[config.mk]
export PLATFORM = sky130hd
export DESIGN_NAME = mul8_seq
export DESIGN_NICKNAME = d
export VERILOG_FILES = /design/src/rtl/mul8_pkg.sv /design/src/rtl/cla.sv /design/src/rtl/mul8_seq.sv
export SDC_FILE = /design/constraint.sdc
export NUM_CORES = 1
export LEC_CHECK = 0
export ABC_CLOCK_PERIOD_IN_PS = 5400
export CAP_MARGIN = 20
export CORE_MARGIN = 8
export CORE_UTILIZATION = 46
export DETAILED_ROUTE_END_ITERATION = 10
export GPL_TIMING_DRIVEN = 0
export PLACE_DENSITY = 0.76
export REMOVE_ABC_BUFFERS = 1
export SLEW_MARGIN = 20
export SYNTH_ARGS = -nofsm -noshare
export SYNTH_HDL_FRONTEND = slang
export SYNTH_SLANG_ARGS = --single-unit
[constraint.sdc]
create_clock -name clk -period 5.4 [get_ports clk]
set_input_delay 0.54 -clock clk [delete_from_list [all_inputs] [get_ports clk]]
set_output_delay 0.54 -clock clk [all_outputs]
set_load 0.02 [all_outputs]
[src/rtl/mul8_pkg.sv]
// Shared constants and state encoding for the sequential 8x8 multiplier.
//   MUL_W    - operand width (fixed by the shared cla adder)
//   CNT_W    - iteration counter width
//   MUL_ITER - number of shift-and-add iterations per multiply
package mul8_pkg;

    localparam int MUL_W    = 8;
    localparam int CNT_W    = 3;
    localparam int MUL_ITER = 8;

    typedef enum logic [1:0] {
        S_IDLE = 2'd0,
        S_RUN  = 2'd1,
        S_DONE = 2'd2
    } mul_state_t;

endpackage

[src/rtl/cla.sv]
// 8-bit adder with generate/propagate carry chain.
// Ports:
//   a, b     - addends
//   cin      - carry in
//   sum      - low 8 bits of a + b + cin
//   cout     - carry out of bit 7
//   overflow - signed overflow (carry into bit 7 xor carry out)
module cla (
    input  logic [7:0] a,
    input  logic [7:0] b,
    input  logic       cin,
    output logic [7:0] sum,
    output logic       cout,
    output logic       overflow
);

    logic [7:0] g;
    logic [7:0] p;
    logic [8:0] c;

    assign g = a & b;
    assign p = a ^ b;

    always_comb begin
        c[0] = cin;
        for (int unsigned i = 0; i < 8; i++) begin
            c[i+1] = g[i] | (p[i] & c[i]);
        end
    end

    assign sum      = p ^ c[7:0];
    assign cout     = c[8];
    assign overflow = c[8] ^ c[7];

endmodule

[src/rtl/mul8_seq.sv]
// Multi-cycle unsigned 8x8 -> 16-bit shift-and-add multiplier.
// One cla adder is reused over eight iterations, one per clock.
// Ports:
//   clk     - system clock, rising edge
//   rst     - asynchronous active-high reset
//   start   - request; accepted in IDLE or DONE
//   a, b    - multiplicand / multiplier, sampled on acceptance
//   product - {acc_hi, acc_lo}; meaningful from DONE until next accepted start
//   busy    - high while iterating
//   done    - one-cycle completion pulse
module mul8_seq
    import mul8_pkg::*;
(
    input  logic               clk,
    input  logic               rst,
    input  logic               start,
    input  logic [MUL_W-1:0]   a,
    input  logic [MUL_W-1:0]   b,
    output logic [2*MUL_W-1:0] product,
    output logic               busy,
    output logic               done
);

    mul_state_t       state, state_next;
    logic [MUL_W-1:0] mcand, mcand_next;
    logic [MUL_W-1:0] acc_hi, acc_hi_next;
    logic [MUL_W-1:0] acc_lo, acc_lo_next;
    logic [CNT_W-1:0] count, count_next;

    logic [MUL_W-1:0] addend;
    logic [MUL_W-1:0] sum;
    logic             cout;
    logic             overflow_unused;

    // Add the multiplicand only when the current multiplier bit is set.
    assign addend = mcand & {MUL_W{acc_lo[0]}};

    cla u_cla (
        .a        (acc_hi),
        .b        (addend),
        .cin      (1'b0),
        .sum      (sum),
        .cout     (cout),
        .overflow (overflow_unused)
    );

    assign product = {acc_hi, acc_lo};

    always_ff @(posedge clk or posedge rst) begin
        if (rst) begin
            state  <= S_IDLE;
            mcand  <= '0;
            acc_hi <= '0;
            acc_lo <= '0;
            count  <= '0;
        end else begin
            state  <= state_next;
            mcand  <= mcand_next;
            acc_hi <= acc_hi_next;
            acc_lo <= acc_lo_next;
            count  <= count_next;
        end
    end

    always_comb begin
        state_next  = state;
        mcand_next  = mcand;
        acc_hi_next = acc_hi;
        acc_lo_next = acc_lo;
        count_next  = count;
        busy        = 1'b0;
        done        = 1'b0;

        case (state)
            S_IDLE: begin
                if (start) begin
                    mcand_next  = a;
                    acc_hi_next = '0;
                    acc_lo_next = b;
                    count_next  = '0;
                    state_next  = S_RUN;
                end
            end
            S_RUN: begin
                busy = 1'b1;
                // cout is the 9th sum bit; it shifts into acc_hi[7].
                acc_hi_next = {cout, sum[MUL_W-1:1]};
                acc_lo_next = {sum[0], acc_lo[MUL_W-1:1]};
                count_next  = count + 1'b1;
                if (count == CNT_W'(MUL_ITER - 1)) begin
                    state_next = S_DONE;
                end
            end
            S_DONE: begin
                done = 1'b1;
                if (start) begin
                    mcand_next  = a;
                    acc_hi_next = '0;
                    acc_lo_next = b;
                    count_next  = '0;
                    state_next  = S_RUN;
                end else begin
                    state_next = S_IDLE;
                end
            end
            default: begin
                state_next = S_IDLE;
            end
        endcase
    end

endmodule

==> summary.md <==
| Metric | Value |
|---|---|
| Status | `completed` |
| R2r worst-path depth | `11` |
| #FFs+latches synth | `29` |
| Slew @ Worst Pin | `0.639 ns` |
| Post-Synth XOR/XNOR Area | `0` |
| ANT cells | `0` |
| Initial DRC count | `57` |
| CP required | `5.61 ns` |
| Simple-gate portion of the synthesized area | `0.0875` |
| Share of layout cells above drive strength 1 | `0.153` |
| Via count | `1,048` |
| Multiplexer share of the synthesized area | `0.121` |
| Worst Hold Class | `register to register` |
| Io pins | `37` |
| TritonCTS Buffers | `5` |
| Setup Total Neg Slack | `0 ns` |
| PortBufs | `36` |
| Syn Std Cell Area | `0.00152 mm^2` |
| Total power | `1.20 mW` |
| Hold buffer count at CTS | `0` |
| CP arrival | `4.16 ns` |
| Nets@finish | `185` |
| Synth Area in Compound Gates | `0.125` |
| Crit. End Element | `register` |
| Depth of the CTS H-tree | `2` |
| Worst Setup SP | `acc_lo[0]$_DFFE_PP0P_` |
| Initial antenna violation count | `0` |
| # Post-CTS Setup Buffers | `0` |
| Gp weighted congestion | `0.730` |
| Average size of a mapped cell | `12.5 um^2` |
| Register area share after synthesis | `0.479` |
| Setup CP Type | `register to register` |
| Slew HR | `0.574` |
| Drt pass-1 iters | `4` |
| Die area | `0.00539 mm^2` |
| Fin crit period | `3.95 ns` |
| Placed cell count | `195` |
| Final Max Slew Viols | `0` |
| Worst-case vdd ir drop | `286 uV` |
| Layout Area Growth over Synthesis | `28.0%` |
| Chip height | `73.4 um` |
| Grt total ovfl | `0` |
| Worst-path fanout max | `10` |
| Area of the core | `0.00326 mm^2` |
| LEAKAGE | `0.783 nW` |
| Clock skew | `0.00598 ns` |
| Final hold viol count | `0` |
| Skew-Pair Late Insertion Delay | `0.32 ns` |
| Post-Synthesis Cells | `121` |
| Reg2Reg Setup Slack | `1.45 ns` |
| Max Freq | `253 MHz` |
| # fillers | `309` |
| Antenna viol nets, final | `0` |
| Reg-to-Reg End | `acc_hi[6]$_DFFE_PP0P_` |
| Setup Viol. Count Final | `0` |
| Ys Warns | `0` |
| First-pass GRT wire length | `5.30 mm` |
| Die width | `73.4 um` |
| Vias in the first global route | `1,107` |
| Synth cell types | `24` |
| Clock transition at the registers of the reported paths | `0.09 ns` |
| Synth top area share | `0.479` |
| Period utilisation layout | `0.732` |
| Leading area contributor after synthesis | `dfrtp_1` |
| Setup crit start kind | `register` |
| Largest net degree at the start of global routing | `30` |
| Largest cells by area after synthesis | `dfrtp_1 48%, fa_1 9.2%, mux2_2 8.2%` |
| TritonCTS clock tree | `built` |
| RSZ-0062 raised after global routing | `false` |
| Clock Root Buffer | `clkbuf_4` |
| End of the critical path | `acc_hi[6]$_DFFE_PP0P_` |
| Main combinational cell family by area after synthesis | `compound AO/OA/AOI/OAI gates` |
| Residual DRC | `0` |
| TritonCTS sink count | `29` |
| Starting Density | `0.465` |
| Cell Rows | `21` |
| CTS resizes | `0` |
| Hold path depth | `1` |
| Max clock buf depth | `2` |
| PD cells | `619 mW/mm^2` |
| Post-detail-place hpwl | `2.31 mm` |
| Drt wl/cell | `15.3 um` |
| GRT Total Usage | `0.126` |
| Adder-cell area share of the yosys netlist | `0.117` |
| # Max-Cap Violations | `0` |
| Vias/cell | `5.16` |
| Routed WL | `3.11 mm` |
| Post-Layout Cell Count | `203` |
| FF-to-FF Start | `acc_lo[0]$_DFFE_PP0P_` |
[synthesized netlist by cell type]
cell type and n:
clkbuf_1 3, nor2b_1 7, buf_6 4, clkinv_4 1
nor2_1 1, buf_4 1, a21oi_1 6, a22o_1 2
a211oi_1 6, o2bb2ai_1 8, mux2_2 11, and2_1 2
nor2b_2 1, a221o_1 2, nand2_1 7, dfrtp_1 29
o21bai_1 1, nand2b_4 1, ha_1 3, and3b_1 2
mux2i_1 6, inv_1 9, nor2_2 1, fa_1 7
[cell type report]
cell class / count / area, um^2 / share of cell area
Timing Repair Buffer: 36 / 360 / 0.186
Clock inverter: 1 / 5.00 / 0.00258
Tap cell: 46 / 57.6 / 0.0297
Clock buffer: 7 / 65.1 / 0.0335
Inverter: 10 / 42.5 / 0.0219
Multi-Input combinational cell: 74 / 684 / 0.353
Sequential cell: 29 / 726 / 0.374
[layout by cell type, fill, tap and decap left out]
cell type	synthesis	routed
nor2_2	1	1
clkbuf_8	0	2
clkinv_4	1	1
a221o_1	2	2
fa_1	7	7
nor2b_2	1	1
nor2_1	1	1
clkbuf_4	0	5
clkinv_2	0	1
nand2_1	7	7
nand2b_4	1	1
mux2_2	11	11
and3b_1	2	2
nor2b_1	7	7
a211oi_1	6	6
o21bai_1	1	1
inv_2	0	1
and2_1	2	2
inv_1	9	8
clkdlybuf4s50_1	0	36
ha_1	3	3
o2bb2ai_1	8	8
mux2i_1	6	6
a21oi_1	6	6
a22o_1	2	2
dfrtp_1	29	29
[critical path: stages (launching register included)]
cell       delay, ns
dfrtp_1         0.56
and2_1          0.19
ha_1            0.13
inv_1           0.05
fa_1            0.39
fa_1            0.41
fa_1            0.40
fa_1            0.39
fa_1            0.38
fa_1            0.40
fa_1            0.49
o2bb2ai_1       0.06
[worst min path at each step]
stage	startpoint	end	slack, ns
floorplan	mcand[0]$_DFFE_PP0P_	mcand[0]$_DFFE_PP0P_	0.47
global placement	mcand[0]$_DFFE_PP0P_	mcand[0]$_DFFE_PP0P_	0.49
detailed placement	mcand[0]$_DFFE_PP0P_	mcand[0]$_DFFE_PP0P_	0.49
CTS	mcand[0]$_DFFE_PP0P_	mcand[0]$_DFFE_PP0P_	0.51
global route	mcand[0]$_DFFE_PP0P_	mcand[0]$_DFFE_PP0P_	0.54
finish	mcand[0]$_DFFE_PP0P_	mcand[0]$_DFFE_PP0P_	0.51
[cell families (layout without fill, tap and decap cells)]
kind of cell               after synthesis  after routing
AOI/OAI and AO/OA                       25             25
adders and majority gates               10             10
buffers and inverters                   18             54
DFF                                     29             29
muxes                                   17             17
and+or+nand+nor                         22             22
[metal layers]
| layer | routed length [um] | vias up | GRT usage |
|---|---|---|---|
| met2 | 1680 | 19 | 0.214 |
| met4 | 13 | 0 | 0.0399 |
| met1 | 1300 | 539 | 0.151 |
| li1 | - | 488 | - |
| met3 | 114 | 2 | 0.0327 |
| met5 | 0 | - | 0 |
[registers in the layout, summed over array words and instances (netlist names)]
| register | count |
|---|---|
| count | 3 |
| acc_hi | 8 |
| state | 2 |
| acc_lo | 8 |
| mcand | 8 |
[stage by stage]
step                      utilization  cell area, um^2  hold slack, ns  worst slack [ns]
after global placement          0.574             1870           0.485              1.52
after detailed placement        0.574             1870           0.492              1.44
final                           0.596             1940           0.510              1.45
after global routing            0.596             1940           0.545              1.26
after CTS                       0.596             1940           0.513              1.40
after floorplan                     -             1450           0.472              1.60
[report_power, final]
part | total [mW] | switching [mW] | internal [mW]
logic | 0.614 | 0.298 | 0.316
registers | 0.439 | 0.109 | 0.329
clock network | 0.148 | 0.0730 | 0.0754
(Power assumes the default switching activity.)
